## config.mk

```make
export PLATFORM = sky130hd
export DESIGN_NAME = gpi_rx_filter_bank
export DESIGN_NICKNAME = d
export VERILOG_FILES = /design/src/rtl/gpi_rx_filter_bank.sv
export SDC_FILE = /design/constraint.sdc
export NUM_CORES = 1
export LEC_CHECK = 0
export ABC_CLOCK_PERIOD_IN_PS = 2500
export CAP_MARGIN = 20
export CORE_AREA = 3 3 137 106
export DETAILED_ROUTE_END_ITERATION = 12
export DIE_AREA = 0 0 140 109
export PLACE_DENSITY_LB_ADDON = 0.08
export SYNTH_ARGS = -nofsm -noshare
export SYNTH_HDL_FRONTEND = slang
export SYNTH_SLANG_ARGS = --single-unit
```

## constraint.sdc

```tcl
create_clock -name CLK_I -period 2.5 [get_ports CLK_I]
set_input_delay 0.75 -clock CLK_I [delete_from_list [all_inputs] [get_ports CLK_I]]
set_output_delay 0.75 -clock CLK_I [all_outputs]
set_load 0.02 [all_outputs]
```

## src/rtl/gpi_rx_filter_bank.sv

```systemverilog
// Bank of general-purpose input channels: synchroniser, enable gating, debounce
// filter, selectable edge detection and sticky interrupt status with combined IRQ.
module gpi_rx_filter_bank #(
    parameter int N_CH        = 8,
    parameter int SYNC_STAGES = 2,
    parameter int CNT_W       = 8
) (
    input  logic                CLK_I,
    input  logic                RST_NI,
    input  logic [N_CH-1:0]     PAD_DI_I,
    input  logic [N_CH-1:0]     EN_I,
    input  logic [CNT_W-1:0]    DEB_LEN_I,
    input  logic [2*N_CH-1:0]   EDGE_SEL_I,
    input  logic [N_CH-1:0]     IRQ_CLR_I,
    output logic [N_CH-1:0]     LEVEL_O,
    output logic [N_CH-1:0]     EDGE_O,
    output logic [N_CH-1:0]     IRQ_STAT_O,
    output logic                IRQ_O
);

    localparam logic [CNT_W:0] ONE = {{CNT_W{1'b0}}, 1'b1};

    logic [N_CH-1:0]  r_sync [SYNC_STAGES];
    logic [CNT_W-1:0] r_cnt  [N_CH];
    logic [N_CH-1:0]  r_level;
    logic [N_CH-1:0]  r_edge;
    logic [N_CH-1:0]  r_irq_stat;

    logic [N_CH-1:0]  w_s;
    logic [CNT_W:0]   w_lim;
    logic [CNT_W:0]   w_cnt_inc [N_CH];
    logic [N_CH-1:0]  w_accept;
    logic [N_CH-1:0]  w_edge_nxt;

    // A disabled channel also flushes its synchroniser, so re-enabling with the
    // pad already high still takes the full pad-to-level latency.
    // NOTE: sequential state uses non-blocking assignments only, so every flop
    // samples the pre-edge values of its neighbours regardless of block order.
    always_ff @(posedge CLK_I or negedge RST_NI) begin
        if (!RST_NI) begin
            for (int k = 0; k < SYNC_STAGES; k++) r_sync[k] <= '0;
        end else begin
            r_sync[0] <= PAD_DI_I & EN_I;
            for (int k = 1; k < SYNC_STAGES; k++) r_sync[k] <= r_sync[k-1] & EN_I;
        end
    end

    // NOTE: every combinational output gets a default first so no latch is inferred.
    always_comb begin
        w_accept   = '0;
        w_edge_nxt = '0;
        w_s        = r_sync[SYNC_STAGES-1] & EN_I;
        w_lim      = (DEB_LEN_I == '0) ? ONE : {1'b0, DEB_LEN_I};
        for (int ch = 0; ch < N_CH; ch++) begin
            // Extra bit keeps the increment from wrapping; >= makes a shortened
            // limit accept on the next edge when the count is already past it.
            w_cnt_inc[ch]  = {1'b0, r_cnt[ch]} + ONE;
            w_accept[ch]   = EN_I[ch] & (w_s[ch] ^ r_level[ch]) & (w_cnt_inc[ch] >= w_lim);
            w_edge_nxt[ch] = w_accept[ch] &
                             (w_s[ch] ? EDGE_SEL_I[2*ch] : EDGE_SEL_I[2*ch+1]);
        end
    end

    always_ff @(posedge CLK_I or negedge RST_NI) begin
        if (!RST_NI) begin
            for (int ch = 0; ch < N_CH; ch++) r_cnt[ch] <= '0;
            r_level <= '0;
        end else begin
            for (int ch = 0; ch < N_CH; ch++) begin
                if (!EN_I[ch]) begin
                    r_level[ch] <= 1'b0;
                    r_cnt[ch]   <= '0;
                end else if (w_s[ch] == r_level[ch]) begin
                    r_cnt[ch]   <= '0;
                end else if (w_accept[ch]) begin
                    r_level[ch] <= w_s[ch];
                    r_cnt[ch]   <= '0;
                end else begin
                    r_cnt[ch]   <= w_cnt_inc[ch][CNT_W-1:0];
                end
            end
        end
    end

    // A new edge wins over a coincident clear.
    always_ff @(posedge CLK_I or negedge RST_NI) begin
        if (!RST_NI) begin
            r_edge     <= '0;
            r_irq_stat <= '0;
        end else begin
            r_edge     <= w_edge_nxt;
            r_irq_stat <= (r_irq_stat & ~IRQ_CLR_I) | w_edge_nxt;
        end
    end

    assign LEVEL_O    = r_level;
    assign EDGE_O     = r_edge;
    assign IRQ_STAT_O = r_irq_stat;
    assign IRQ_O      = |r_irq_stat;

endmodule
```

==> results of run 1 <==
## per-layer routing
layer  vias up  track usage  part of all wire
met5         -            0                 0
li1       2502            -                 -
met4         0      0.04910             0.012
met3        13      0.03507             0.037
met2        83       0.3312              0.49
met1      2549       0.2922              0.46
## synth_stat cells, types with 15 or more instances
master / n / area [sq um]
ha_1: 64 / 800.8
nand3_1: 34 / 170.2
xor2_1: 21 / 183.9
nand2_1: 55 / 206.5
and2_1: 17 / 106.4
nor2_1: 44 / 165.2
and3_1: 15 / 93.84
dfrtp_1: 104 / 2603
xnor2_1: 26 / 227.7
nor2b_1: 40 / 250.2
inv_1: 28 / 105.1
## final cells by class
cell class                      count  area share
Clock buffer                       10     0.02684
Multi-Input combinational cell    463      0.4523
Tap cell                          171     0.02403
Clock inverter                      6     0.01012
Inverter                           28     0.01222
Sequential cell                   104      0.2925
Timing Repair Buffer              184      0.1820
## report_power, final
part	switching, mW	internal, mW	total [mW]	leakage [nW]
combinational	0.187	0.192	0.379	2.64
sequential	0.0111	1.70	1.71	1.44
clock	0.648	0.911	1.56	0.159
## how the worst max path moves through the flow
stage                             start                     end  cells after the start
floorplan                  DEB_LEN_I[2]     r_cnt[27]$_DFF_PN0_                      8
global placement           DEB_LEN_I[2]  LEVEL_O[3]$_DFFE_PN0P_                      9
detailed placement         DEB_LEN_I[2]     r_cnt[14]$_DFF_PN0_                      8
CTS                 r_cnt[32]$_DFF_PN0_     r_cnt[38]$_DFF_PN0_                     10
global route        r_cnt[16]$_DFF_PN0_     r_cnt[22]$_DFF_PN0_                     10
finish              r_cnt[16]$_DFF_PN0_  LEVEL_O[5]$_DFFE_PN0P_                     11
## sequential cells by signal, indices dropped and copies added (netlist names)
signal and flops:
EDGE_O 8, IRQ_STAT_O 8, LEVEL_O 8, r_cnt 64, r_sync 16
## cell usage in the layout, fill, tap and decap left out, types with 9 or more instances in the layout
cell type	count
a21o_1	14
a21oi_1	10
and2_1	17
buf_4	102
clkbuf_16	9
clkdlybuf4s50_1	64
dfrtp_1	102
ha_1	53
inv_1	25
nand2_1	52
nand3_1	26
nor2_1	29
nor2b_1	38
nor2b_2	11
xnor2_1	19
xnor2_2	9
xor2_1	12
## critical path, stage by stage, from the launching register on
cell and delay, ns:
dfrtp_1 0.43, ha_2 0.21, nand2_1 0.06, nor2_2 0.10
xor2_1 0.22, ha_1 0.28, a21o_1 0.15, a21o_1 0.17
a311o_1 0.34, a21oi_1 0.13, buf_4 0.15, mux2i_1 0.17
## logic make-up after synthesis
logic type / after synthesis / share of synthesized area
xor+xnor: 53 / 0.08596
simple gates: 246 / 0.2107
fa+ha+maj: 65 / 0.1319
compound gates: 92 / 0.1173
mux: 7 / 0.01158
flops: 104 / 0.4227
buf+inv: 32 / 0.01992
## timing repair
item / CTS / global route
hold buffers: 0 / 0
resized for setup: 42 / 90
endpoints found under the setup margin: 89 / 86
setup buffers: 20 / 24
pin swaps: 16 / 52
==> metrics, run 1 <==
Area Overhead vs Synth 44.63%; H-tree depth 3; Layout Cell Area excl Fill 0.008905 sq mm; RSZ-0062 raised after global routing yes; Post-Synthesis Cell Area 0.006157 sq mm; first-pass GRT wire length 25,260 um; Global Route Usage Sum 0.2053; Tmin final 2.496 ns; non-filler cells, final 966; count of final max-slew check failures 0; ys flop type dfrtp_1; fillcell total 982; Worst R2R Path Depth 11; Max-cap violations 0; initial core utilization 0.4714; Ports 75; Synth cell types 61; Placed Area 0.007661 sq mm; Final setup violation count 0; worst vdd ir 0.3099 mV; LEAKAGE 4.238 nW; crit-path max FO 4; WS Path Type flip-flop to flip-flop; Cells after DPL 906; final hold violation count 0; largest net degree at the start of global routing 105; Max Freq 400.6 MHz; gr ovfl total 0; ant diodes 0; vias in the first global route 5,131; net count after synthesis 713; status finished, final reports clean; worst slew pin tran 0.5701 ns; Worst Slack Setup Final 0.003958 ns; Clock Root Buffer clkbuf_16; Setup crit end kind flip-flop; chip width 140 um; final RePlAce weighted congestion 0.8487; hold_ws 0.4429 ns; drt drc 0; row count 36; Critical Path RT 2.77 ns; Die Area 0.01526 sq mm; Worst Hold Class input pin to asynchronous set/reset pin; initial antenna violation count 0; Die Y 109 um; Final #Nets 904; hpwl dp 11,360 um; post-synthesis sequential area ratio 0.4227; Rel. slew slack 0.6199; startpoint types flip-flop; Mean Syn Cell Area 10.28 sq um; total negative setup slack 0 ns; clk slew on worst S/H paths 0.07 ns; Finished Core Util 0.6817; synthesis-stage register bit count 104; multi-input combinational cell area 0.004028 sq mm; final period utilization 0.9984; CTS tree yes; final WL 16,070 um; Buffers on Ports 74; worst reg2reg startpoint r_cnt[16]$_DFF_PN0_; Post-synth EDFFs 0; drt initial violations 221; R2R Path End LEVEL_O[5]$_DFFE_PN0P_; Worst Path Arrival 2.77 ns; total number of vias 5,147; cts bufs inserted 9; post-route ant nets 0; synth warn 0; worst clock skew 0.008839 ns; Seq. cell area 0.002605 sq mm; layout cells sized above 1 0.3019; pre-CTS setup slack -0.8121 ns; Power Dens Cells 409.5 mW/mm^2; Core Area 0.01306 sq mm; post-synthesis cell count 599; WL/cell 16.64 um; Power, Total 3.646 mW; clk sinks 104; Worst R2R Setup Slack 0.004 ns; first drt pass iteration count 4; vias per cell 5.328; Async SR Flop Fraction 1.000; Clock Path Buffers 2; worst skew pair latency 0.35 ns
No activity file was read; power rests on OpenSTA's default activity.
==> inputs of run 2 (changes only) <==
--- a/config.mk
+++ b/config.mk
@@ -10,6 +10,7 @@
 export CORE_AREA = 3 3 137 106
 export DETAILED_ROUTE_END_ITERATION = 12
 export DIE_AREA = 0 0 140 109
+export GPL_ROUTABILITY_DRIVEN = 0
 export PLACE_DENSITY_LB_ADDON = 0.08
 export SYNTH_ARGS = -nofsm -noshare
 export SYNTH_HDL_FRONTEND = slang
==> results of run 2 <==
The final DEF is identical to that of run 1; final timing and power are the same.
